<file path="config.mk">
export PLATFORM = sky130hd
export DESIGN_NAME = alu_nbit_seq
export DESIGN_NICKNAME = d
export VERILOG_FILES = /design/src/rtl/alu_nbit_seq.sv
export SDC_FILE = /design/constraint.sdc
export NUM_CORES = 1
export LEC_CHECK = 0
export CAP_MARGIN = 20
export CELL_PAD_IN_SITES_DETAIL_PLACEMENT = 1
export CELL_PAD_IN_SITES_GLOBAL_PLACEMENT = 1
export CORE_UTILIZATION = 42
export CTS_CLUSTER_DIAMETER = 200
export DETAILED_ROUTE_END_ITERATION = 10
export PLACE_DENSITY_LB_ADDON = 0.08
export SLEW_MARGIN = 20
export SYNTH_ARGS = -nofsm -noshare
export SYNTH_HDL_FRONTEND = slang
export SYNTH_SLANG_ARGS = --single-unit
</file>
<file path="constraint.sdc">
create_clock -name clk -period 4.2 [get_ports clk]
set_clock_uncertainty 0.15 [all_clocks]
set_input_delay 0.42 -clock clk [delete_from_list [all_inputs] [get_ports clk]]
set_output_delay 0.42 -clock clk [all_outputs]
set_load 0.01 [all_outputs]
</file>
<file path="src/rtl/alu_nbit_seq.sv">
// Sequential N-bit ALU with an iterative shift-add multiplier.
//
// Operands and opcode are captured on the edge where start is seen in idle.
// Single-cycle ops spend one cycle in StExec. MUL spends WIDTH+1 cycles in
// StMul: WIDTH shift-add iterations and then one commit cycle. Both paths
// finish with a one-cycle StDone. The result and flag registers only change
// on the edge that enters StDone, so they hold steady while an op runs.
//
// Ports:
//   clk       system clock, rising edge
//   rst       synchronous active-high reset; aborts any op in flight
//   start     begin an operation (ignored while busy)
//   op        3-bit opcode: AND, OR, ADD, SUB, SLT, NOR, MUL, reserved
//   a, b      WIDTH-bit operands
//   busy      high while an operation is in progress (StExec/StMul/StDone)
//   done      one-cycle pulse when result and flags are valid
//   result    low word of the registered result
//   hi        high word of the MUL product, 0 for other ops
//   c_out     carry out of the MSB (ADD/SUB only)
//   overflow  signed overflow (ADD/SUB only)
//   zero      result (or full product for MUL) is zero
module alu_nbit_seq #(
    parameter int unsigned WIDTH = 8
) (
    input  logic             clk,
    input  logic             rst,
    input  logic             start,
    input  logic [2:0]       op,
    input  logic [WIDTH-1:0] a,
    input  logic [WIDTH-1:0] b,
    output logic             busy,
    output logic             done,
    output logic [WIDTH-1:0] result,
    output logic [WIDTH-1:0] hi,
    output logic             c_out,
    output logic             overflow,
    output logic             zero
);

    localparam int unsigned CntW = $clog2(WIDTH + 1);

    localparam logic [2:0] OpAnd = 3'b000;
    localparam logic [2:0] OpOr  = 3'b001;
    localparam logic [2:0] OpAdd = 3'b010;
    localparam logic [2:0] OpSub = 3'b011;
    localparam logic [2:0] OpSlt = 3'b100;
    localparam logic [2:0] OpNor = 3'b101;
    localparam logic [2:0] OpMul = 3'b110;

    typedef enum logic [1:0] {StIdle, StExec, StMul, StDone} state_e;

    state_e             state_q, state_d;
    logic [2:0]         op_q;
    logic [WIDTH-1:0]   a_q, b_q;
    logic [2*WIDTH-1:0] acc_q;
    logic [CntW-1:0]    cnt_q;
    logic [WIDTH-1:0]   result_q, hi_q;
    logic               c_out_q, overflow_q, zero_q;

    // Shared adder: SUB and SLT both use a + ~b + 1.
    logic               sub_sel;
    logic [WIDTH-1:0]   b_eff;
    logic [WIDTH:0]     sum_full;
    logic [WIDTH-1:0]   sum_low;
    logic               carry_msb_in, carry_msb_out, add_ovf;

    assign sub_sel       = (op_q == OpSub) || (op_q == OpSlt);
    assign b_eff         = sub_sel ? ~b_q : b_q;
    assign sum_full      = {1'b0, a_q} + {1'b0, b_eff} + {{WIDTH{1'b0}}, sub_sel};
    // Sum of the low WIDTH-1 bits; its top bit is the carry into the MSB.
    assign sum_low       = {1'b0, a_q[WIDTH-2:0]} + {1'b0, b_eff[WIDTH-2:0]}
                         + {{(WIDTH-1){1'b0}}, sub_sel};
    assign carry_msb_in  = sum_low[WIDTH-1];
    assign carry_msb_out = sum_full[WIDTH];
    assign add_ovf       = carry_msb_in ^ carry_msb_out;

    logic [WIDTH-1:0] alu_res;
    logic             alu_c, alu_v;

    always_comb begin
        alu_res = '0;
        alu_c   = 1'b0;
        alu_v   = 1'b0;
        case (op_q)
            OpAnd: alu_res = a_q & b_q;
            OpOr:  alu_res = a_q | b_q;
            OpAdd, OpSub: begin
                alu_res = sum_full[WIDTH-1:0];
                alu_c   = carry_msb_out;
                alu_v   = add_ovf;
            end
            OpSlt: alu_res = {{(WIDTH-1){1'b0}}, sum_full[WIDTH-1] ^ add_ovf};
            OpNor: alu_res = ~(a_q | b_q);
            default: alu_res = '0;
        endcase
    end

    // One shift-add step: acc holds {partial high, remaining multiplier bits}.
    logic [WIDTH:0]     mul_add;
    logic [2*WIDTH-1:0] acc_step;

    assign mul_add  = {1'b0, acc_q[2*WIDTH-1:WIDTH]} + (acc_q[0] ? {1'b0, a_q} : '0);
    assign acc_step = {mul_add, acc_q[WIDTH-1:1]};

    logic mul_last;
    assign mul_last = (cnt_q == CntW'(WIDTH));

    always_comb begin
        state_d = state_q;
        case (state_q)
            StIdle: if (start) state_d = (op == OpMul) ? StMul : StExec;
            StExec: state_d = StDone;
            StMul:  if (mul_last) state_d = StDone;
            StDone: state_d = StIdle;
            default: state_d = StIdle;
        endcase
    end

    always_ff @(posedge clk) begin
        if (rst) begin
            state_q <= StIdle;
        end else begin
            state_q <= state_d;
        end
    end

    always_ff @(posedge clk) begin
        if (rst) begin
            op_q       <= '0;
            a_q        <= '0;
            b_q        <= '0;
            acc_q      <= '0;
            cnt_q      <= '0;
            result_q   <= '0;
            hi_q       <= '0;
            c_out_q    <= 1'b0;
            overflow_q <= 1'b0;
            zero_q     <= 1'b0;
        end else begin
            case (state_q)
                StIdle: begin
                    if (start) begin
                        op_q  <= op;
                        a_q   <= a;
                        b_q   <= b;
                        acc_q <= {{WIDTH{1'b0}}, b};
                        cnt_q <= '0;
                    end
                end
                StExec: begin
                    result_q   <= alu_res;
                    hi_q       <= '0;
                    c_out_q    <= alu_c;
                    overflow_q <= alu_v;
                    zero_q     <= (alu_res == '0);
                end
                StMul: begin
                    if (mul_last) begin
                        // Commit cycle: all WIDTH iterations are already in acc.
                        result_q   <= acc_q[WIDTH-1:0];
                        hi_q       <= acc_q[2*WIDTH-1:WIDTH];
                        c_out_q    <= 1'b0;
                        overflow_q <= 1'b0;
                        zero_q     <= (acc_q == '0);
                        cnt_q      <= '0;
                    end else begin
                        acc_q <= acc_step;
                        cnt_q <= cnt_q + CntW'(1);
                    end
                end
                default: ;
            endcase
        end
    end

    assign busy     = (state_q != StIdle);
    assign done     = (state_q == StDone);
    assign result   = result_q;
    assign hi       = hi_q;
    assign c_out    = c_out_q;
    assign overflow = overflow_q;
    assign zero     = zero_q;

endmodule

</file>
==> impl_metrics.toml, run 1 <==
[yosys]
synth.avg_cell_area_um2 = 8.04
ys_ff_latch = 60
synth_cell_types = 54
synth_edf_count = 0
synthCells = 446
yosysWarnings = 0
synth_ff_type = "dfxtp_1"
synth_fp_nets = 493
async_reset_ff_frac = 0
seq_area_frac_synth = 0.335
netlist_area_um2 = 3590

[finish]
register_area_um2 = 1200
post-route-util = 0.514
drive_above_1_share = 0.0657
fill_cells = 1014
nNetsFinal = 530
stdcell_count = 592
layout_commonest_cell = "dfxtp_1"
layout_common_cells = "60 x dfxtp_1, 57 x nand2_1, 49 x a21oi_1"
multi_input_area_um2 = 2220
syn_to_final_growth_pct = 18.4
insertedDiodeCount = 0

[global_routing]
track_usage = 0.263
grt.overflow.total = 0
grt_max_degree = 42
grt_pass1_vias = 3422
grt_pass1_wl_um = 17800
grt_antenna_before_repair = 0

[pwr]
swShare = 0.440
power.share.sequential = 0.343
ir_worst_vdd_mv = 0.360
p_clk_frac = 0.195
pwr_density_cell_nw_per_um2 = 547
netSwitchingPower_mw = 1.02
pwr-share-comb = 0.462
power_mw = 2.32
leakage_nw = 1.68
internal_power_mw = 1.30

[sta]
hold_violations = 0
fmax_mhz = 260
setup_viol = 0
period_minus_slack_ns = 3.84
slew_headroom = 0.569
tns_ns = 0
rsz0062_at_grt = "false"
slew_violations = 0
worst_pin_slew_ns = 0.646
whs_ns = 0.305
fin_crit_sh = 0.914

[worst_setup_path]
r2r_cells = 10
start_kind = "flop"
cp_max_fo = 8
crit_end = "zero$_SDFFE_PP0P_"
critPathCaptureType = "flop"
path_cells = "nor3b_1, or2_2, xor2_1, fa_1, a21o_1, a221oi_1, xnor2_1, o211ai_1, a2111oi_0, a31o_2"
reg2reg_slack_ns = 0.36
slowest_delay_ns = 0.51
cp_data_arrival_time_ns = 3.98
critPathLaunch = "op_q[2]$_SDFFE_PP0P_"
crit_type = "flop to flop"
worst_path_max_delay_cell = "a221oi_1"
worstPathRequired_ns = 4.34
r2r-start = "op_q[2]$_SDFFE_PP0P_"
worstReg2RegEnd = "zero$_SDFFE_PP0P_"

[route]
routed_wl_um = 11000
drt_pass1_iterations = 4
wl_per_cell_um = 18.6
ant_nets = 0
vias_per_cell = 5.81
dr_total_vias = 3439
drc_errors = 0
drt_iter0_drc = 186

[clock_tree]
root_buffer = "clkbuf_8"
clockBufferDepth = 2
cts_setup_buffers = 0
clock_latency_ns = 0.34
cts-resized-gates = 0
cts.sink_count = 60
htree_levels = 3
cts_tree = "done"
clk_pin_slew_ns = 0.08
cts_buffers = 9
ctsHoldBuffers = 0

[placed_design]
globalplace.congestion = 0.866
portBuffers = 42
place_hpwl_um = 8310
dp_cells = 577

[outcome]
status = "complete, no violations"

[job]
maxCapViolations = 0

[die]
dieWidth_um = 94.4
core-area_um2 = 8260
ios = 43
chipHeight_um = 94.4
die_area_um2 = 8910
start_util = 0.434
row_count = 33

[worst_hold_path]
hold_class = "flop to flop"
-- sequential cells by signal, indices dropped and copies added (netlist names) --
signal and count:
a_q 8, acc_q 16, b_q 8, c_out 1, cnt_q 4, hi 8
op_q 3, overflow 1, result 8, state_q 2, zero 1
-- critical path, delay by kind of cell (launching register included) --
kind | cells | cell delay, ns
compound gates | 5 | 1.57
xor+xnor | 2 | 0.41
fa+ha+maj | 1 | 0.46
flops | 1 | 0.34
simple gates | 2 | 0.86
-- cells in the mapped netlist (all sizes together) (4+ instances only) --
master / number / area, um^2
nand3b: 6 / 45.0
xnor2: 5 / 43.8
o21ai: 11 / 55.1
nor2: 43 / 161
mux2i: 8 / 80.1
a21oi: 49 / 245
nand2b: 5 / 31.3
a21o: 7 / 52.6
and2: 10 / 62.6
nor3: 10 / 50.1
dfxtp: 60 / 1200
or3: 5 / 31.3
xor2: 9 / 78.8
nand3: 8 / 40.0
a22oi: 12 / 90.1
clkbuf: 19 / 71.3
maj3: 5 / 50.1
a211oi: 8 / 60.1
buf: 5 / 33.8
o21bai: 4 / 30.0
inv: 15 / 56.3
nand2: 57 / 214
ha: 23 / 288
or2: 5 / 31.3
o211ai: 6 / 45.0
-- worst min path at each step --
stage                                 startpoint                      to  slack, ns  cells past startpoint
after detailed placement  result[4]$_SDFFE_PP0P_  result[4]$_SDFFE_PP0P_       0.30                      2
after global routing      result[4]$_SDFFE_PP0P_  result[4]$_SDFFE_PP0P_       0.32                      2
after floorplan            cnt_q[3]$_SDFFE_PP0P_   cnt_q[3]$_SDFFE_PP0P_       0.30                      2
after CTS                 result[4]$_SDFFE_PP0P_  result[4]$_SDFFE_PP0P_       0.31                      2
final                     result[4]$_SDFFE_PP0P_  result[4]$_SDFFE_PP0P_       0.30                      2
after global placement    result[4]$_SDFFE_PP0P_  result[4]$_SDFFE_PP0P_       0.29                      2
-- per-stage QoR --
stage          setup WS, ns  instance area (um^2)
6_report              0.361                  4250
3_5_place_dp          0.447                  4090
5_1_grt               0.118                  4250
2_1_floorplan         0.704                  3590
3_3_place_gp          0.730                  4090
4_1_cts               0.387                  4250
-- area by class of cell --
class	count	share of cell area
Tap cell	105	0.0309
Inverter	15	0.0133
Clock inverter	5	0.00707
Sequential cell	60	0.283
Timing Repair Buffer	50	0.112
Clock buffer	10	0.0301
Multi-Input combinational cell	347	0.524
-- layer usage --
| metal | routed length [um] | up-vias | GRT usage |
|---|---|---|---|
| met3 | 449 | 20 | 0.0403 |
| met1 | 5370 | 1647 | 0.363 |
| li1 | - | 1678 | - |
| met5 | 0 | - | 0 |
| met4 | 231 | 0 | 0.104 |
| met2 | 4940 | 94 | 0.410 |
-- cells by family after synthesis --
| group | count (synthesis) | share of synthesized area |
|---|---|---|
| AOI/OAI and AO/OA | 126 | 0.230 |
| DFF | 60 | 0.335 |
| xor gates and xnor gates | 14 | 0.0342 |
| and+or+nand+nor | 168 | 0.225 |
| adders and majority gates | 30 | 0.105 |
| buffers and inverters | 39 | 0.0450 |
| muxes | 9 | 0.0255 |
-- power by group through the flow --
stage | Sequential, mW | Clock, mW | Combinational (mW)
2_1_floorplan | 0.768 | 0 | 0.732
3_3_place_gp | 0.801 | 0 | 1.05
3_5_place_dp | 0.808 | 0 | 1.07
4_1_cts | 0.795 | 0.461 | 1.07
5_1_grt | 0.807 | 0.485 | 1.20
6_report | 0.796 | 0.453 | 1.07
No activity file was read; power rests on OpenSTA's default activity.
==> run 2, diff against run 1 <==
Settings changed: CORE_UTILIZATION 42 to 45, RECOVER_POWER set to 50.
Clock period 4.2 ns to 4.9 ns, I/O delays scaled along.
==> impl_metrics.toml, run 2 (synthesized netlist as in run 1, its figures left out) <==
[worst_hold_path]
hold_path_end = "result[4]$_SDFFE_PP0P_"
hold-path-cell-count = 2
hp-start = "result[4]$_SDFFE_PP0P_"
hold_class = "flop to flop"

[route]
drt_pass1_iterations = 4
dr_total_vias = 3453
wl_met2_um = 5050
highest_layer = "met4"
met3_length_um = 468
drc_errors = 0
routed_wl_um = 10900
vias_per_cell = 5.91
ant_nets = 0
drt_iter0_drc = 248
wl_per_cell_um = 18.7
wl_met1_um = 5260

[sta]
whs_ns = 0.298
worst_pin_slew_ns = 1.34
setup_viol = 0
period_minus_slack_ns = 4.01
rsz0062_at_grt = "false"
fin_crit_sh = 0.818
slew_headroom = 0.110
hold_violations = 0
tns_ns = 0
slew_violations = 0
fmax_mhz = 249

[pwr]
pwr_density_cell_nw_per_um2 = 480
leakage_nw = 1.73
ir_worst_vdd_mv = 0.351

[global_routing]
grt_max_degree = 64
grt_antenna_before_repair = 0
track_usage = 0.276
grt_pass1_wl_um = 17800
grt_pass1_vias = 3406
grt.overflow.total = 0

[clock_tree]
cts_buffers = 9
clk_pin_slew_ns = 0.07
cts-resized-gates = 0
clockBufferDepth = 2
root_buffer = "clkbuf_8"
htree_levels = 3
cts_tree = "done"
clock_latency_ns = 0.34
cts_setup_buffers = 0
cts.sink_count = 60
ctsHoldBuffers = 0

[worst_setup_path]
cp_data_arrival_time_ns = 4.14
worstPathRequired_ns = 5.03
worstReg2RegEnd = "zero$_SDFFE_PP0P_"
r2r_cells = 10
critPathCaptureType = "flop"
cp_max_fo = 18
reg2reg_slack_ns = 0.89
start_kind = "flop"
r2r-start = "op_q[0]$_SDFFE_PP0P_"
crit_type = "flop to flop"

[finish]
final_area_um2 = 4230
drive_above_1_share = 0.0539
largest_register = "acc_q"
nNetsFinal = 524
syn_to_final_growth_pct = 18.0
insertedDiodeCount = 0
layout_common_cells = "60 x dfxtp_1, 57 x nand2_1, 48 x a21oi_1"
stdcell_count = 584
post-route-util = 0.548
largest_reg_flops = 16
layout_commonest_cell = "dfxtp_1"

[placed_design]
globalplace.congestion = 0.890
dp_cells = 568
place_hpwl_um = 7990
placed_cell_area_um2 = 4040
portBuffers = 42

[outcome]
status = "complete, no violations"

[die]
dieWidth_um = 91.3
die_area_um2 = 8330
ios = 43
core-area_um2 = 7730
row_count = 32
start_util = 0.464
chipHeight_um = 91.3

[job]
maxCapViolations = 0
[run 2: final cells by class]
class | count | area [um^2]
fill | 944 | 3490
multi-input combinational | 347 | 2230
sequential | 60 | 1200
timing repair buffer | 44 | 427
clock buffer | 12 | 145
tap | 102 | 128
inverter | 15 | 56.3
clock inverter | 4 | 48.8
[run 2: power breakdown]
group | leakage [nW] | switching [mW] | internal [mW]
Combinational | 1.14 | 0.543 | 0.330
Clock | 0.100 | 0.208 | 0.249
Sequential | 0.489 | 0.125 | 0.576
Total | 1.73 | 0.876 | 1.15
[run 2: metrics by stage]
| stage | total power, mW | setup WS [ns] |
|---|---|---|
| 2_1_floorplan | 1.29 | 1.40 |
| 3_3_place_gp | 1.55 | 1.15 |
| 3_5_place_dp | 1.58 | 1.06 |
| 4_1_cts | 2.04 | 0.912 |
| 5_1_grt | 2.17 | 0.660 |
| 6_report | 2.03 | 0.890 |
[run 2: how the worst max path moves through the flow]
stage | end | slack [ns] | start
after floorplan | result[7]$_SDFFE_PP0P_ | 1.40 | op_q[0]$_SDFFE_PP0P_
after global placement | zero$_SDFFE_PP0P_ | 1.15 | op_q[2]$_SDFFE_PP0P_
after detailed placement | zero$_SDFFE_PP0P_ | 1.06 | op_q[2]$_SDFFE_PP0P_
after CTS | zero$_SDFFE_PP0P_ | 0.91 | op_q[2]$_SDFFE_PP0P_
after global routing | zero$_SDFFE_PP0P_ | 0.66 | op_q[2]$_SDFFE_PP0P_
final | zero$_SDFFE_PP0P_ | 0.89 | op_q[0]$_SDFFE_PP0P_
[run 2: routing by layer]
| layer | GRT usage | up-vias |
|---|---|---|
| met5 | 0 | - |
| met4 | 0.0807 | 0 |
| met3 | 0.0519 | 16 |
| met2 | 0.429 | 96 |
| met1 | 0.388 | 1677 |
| li1 | - | 1664 |
[run 2: critical path: stages, from the launching register on]
cell and delay [ns]:
dfxtp_1 0.68, nor3b_1 0.18, or2_2 0.45, xor2_1 0.21
fa_1 0.46, a21o_1 0.20, a221oi_1 0.48, xnor2_1 0.21
o211ai_1 0.12, a2111oi_0 0.56, a31o_2 0.24
==> run 3, diff against run 2 <==
Settings changed: CORE_UTILIZATION 45 to 42.
Clock period 4.9 ns to 3.8 ns, I/O delays scaled along.
==> impl_metrics.toml, run 3 (synthesized netlist as in run 1, its figures left out) <==
[die]
start_util = 0.434
chipHeight_um = 94.4
die_area_um2 = 8910
dieWidth_um = 94.4
row_count = 33
core-area_um2 = 8260
ios = 43

[worst_setup_path]
cp_num_cells = 10
slowest_delay_ns = 0.40
r2r_cells = 10
cp_data_arrival_time_ns = 3.59
crit_buf_inv = 0
crit_type = "flop to flop"
worst_path_max_delay_cell = "or3_1"
cp_common_cell = "or2_2"
path_cells = "nor3b_1, or2_2, xor2_1, ha_1, or2_2, o2111a_2, o31a_1, or3_1, a311o_1, a32o_1"
critPathCaptureType = "flop"
start_kind = "flop"
crit_family = "simple AND/OR/NAND/NOR gates"
cp_max_fo = 8
worstPathRequired_ns = 3.89

[clock_tree]
cts_buffers = 9
clk_pin_slew_ns = 0.08
ctsHoldBuffers = 0
root_buffer = "clkbuf_8"
cts_tree = "done"
htree_levels = 3
clock_latency_ns = 0.35
cts.sink_count = 60
clockBufferDepth = 2

[route]
drt_iter0_drc = 207
routed_wl_um = 10900
ant_nets = 0
wl_per_cell_um = 18.4
drt_pass1_iterations = 6
dr_total_vias = 3437
drc_errors = 0
vias_per_cell = 5.81

[sta]
hold_violations = 0
worst_pin_slew_ns = 0.781
slew_violations = 0
period_minus_slack_ns = 3.51
slew_headroom = 0.479
setup_viol = 0
rsz0062_at_grt = "false"
fin_crit_sh = 0.923
fmax_mhz = 285
tns_ns = 0
whs_ns = 0.275

[finish]
layout_commonest_cell = "dfxtp_1"
largest_register = "acc_q"
layout_common_cells = "60 x dfxtp_1, 57 x nand2_1, 48 x a21oi_1"
final_area_um2 = 4320
largest_reg_flops = 16
drive_above_1_share = 0.0698
syn_to_final_growth_pct = 20.4
insertedDiodeCount = 0
nNetsFinal = 529

[worst_hold_path]
hold-path-cell-count = 2
hold_class = "primary input to flop"

[placed_design]
globalplace.congestion = 0.874
placed_cell_area_um2 = 4080
place_hpwl_um = 8140
portBuffers = 42

[pwr]
leakage_nw = 1.77
ir_worst_vdd_mv = 0.650
pwr_density_cell_nw_per_um2 = 632

[global_routing]
grt.overflow.total = 0
grt_pass1_vias = 3399
grt_max_degree = 41
grt_antenna_before_repair = 0
track_usage = 0.265
grt_pass1_wl_um = 17700

[outcome]
status = "complete, no violations"

[job]
maxCapViolations = 0
run 3: cell types whose count changed in the layout (fill, tap and decap cells not counted):
cell        delta
bufinv_16      +1
a221oi_1       -1
clkbuf_1       -2
clkinv_2       -2
buf_4          +6
clkinv_4       +1
a221oi_2       +1
clkinvlp_4     +1
run 3: path summary, 6_finish.rpt:
kind / slack, ns / endpoint / from
worst max register to register: 0.29 / result[7]$_SDFFE_PP0P_ / op_q[2]$_SDFFE_PP0P_
worst min-delay path: 0.28 / hi[3]$_SDFFE_PP0P_ / rst
worst max-delay path: 0.29 / result[7]$_SDFFE_PP0P_ / op_q[2]$_SDFFE_PP0P_
worst min register to register: 0.30 / result[1]$_SDFFE_PP0P_ / result[1]$_SDFFE_PP0P_
run 3: timing repair:
item                                   in CTS  in global routing
resized for setup                           0                  1
buffers inserted                            0                  0
setup endpoints to repair                   0                  2
endpoints found under the hold margin       0                  0
run 3: where the power goes:
part	switching (mW)	internal, mW	leakage, nW
clock network	0.288	0.390	0.110
logic	0.723	0.448	1.17
registers	0.135	0.742	0.489
run 3: cell type report:
type                            instances  area (um^2)
Fill cell                            1011         3940
Multi-Input combinational cell        347         2230
Sequential cell                        60         1200
Timing Repair Buffer                   49          468
Clock buffer                           11          141
Tap cell                              105          131
Clock inverter                          5         85.1
Inverter                               15         56.3
run 3: through the flow:
step                       util  worst slack [ns]  instances  power (mW)
after detailed placement  0.494             0.272        576        2.06
after global placement    0.494             0.390        576        2.03
after global routing      0.523             0.110        592        2.91
after CTS                 0.522             0.249        592        2.74
after floorplan               -             0.304        446        1.66
final                     0.523             0.293        592        2.73
run 3: metal layers:
| layer | global-route usage | vias to the layer above | share of wire |
|---|---|---|---|
| li1 | - | 1678 | - |
| met1 | 0.371 | 1667 | 0.49 |
| met2 | 0.414 | 82 | 0.46 |
| met3 | 0.0419 | 10 | 0.039 |
| met4 | 0.0872 | 0 | 0.014 |
| met5 | 0 | - | 0 |
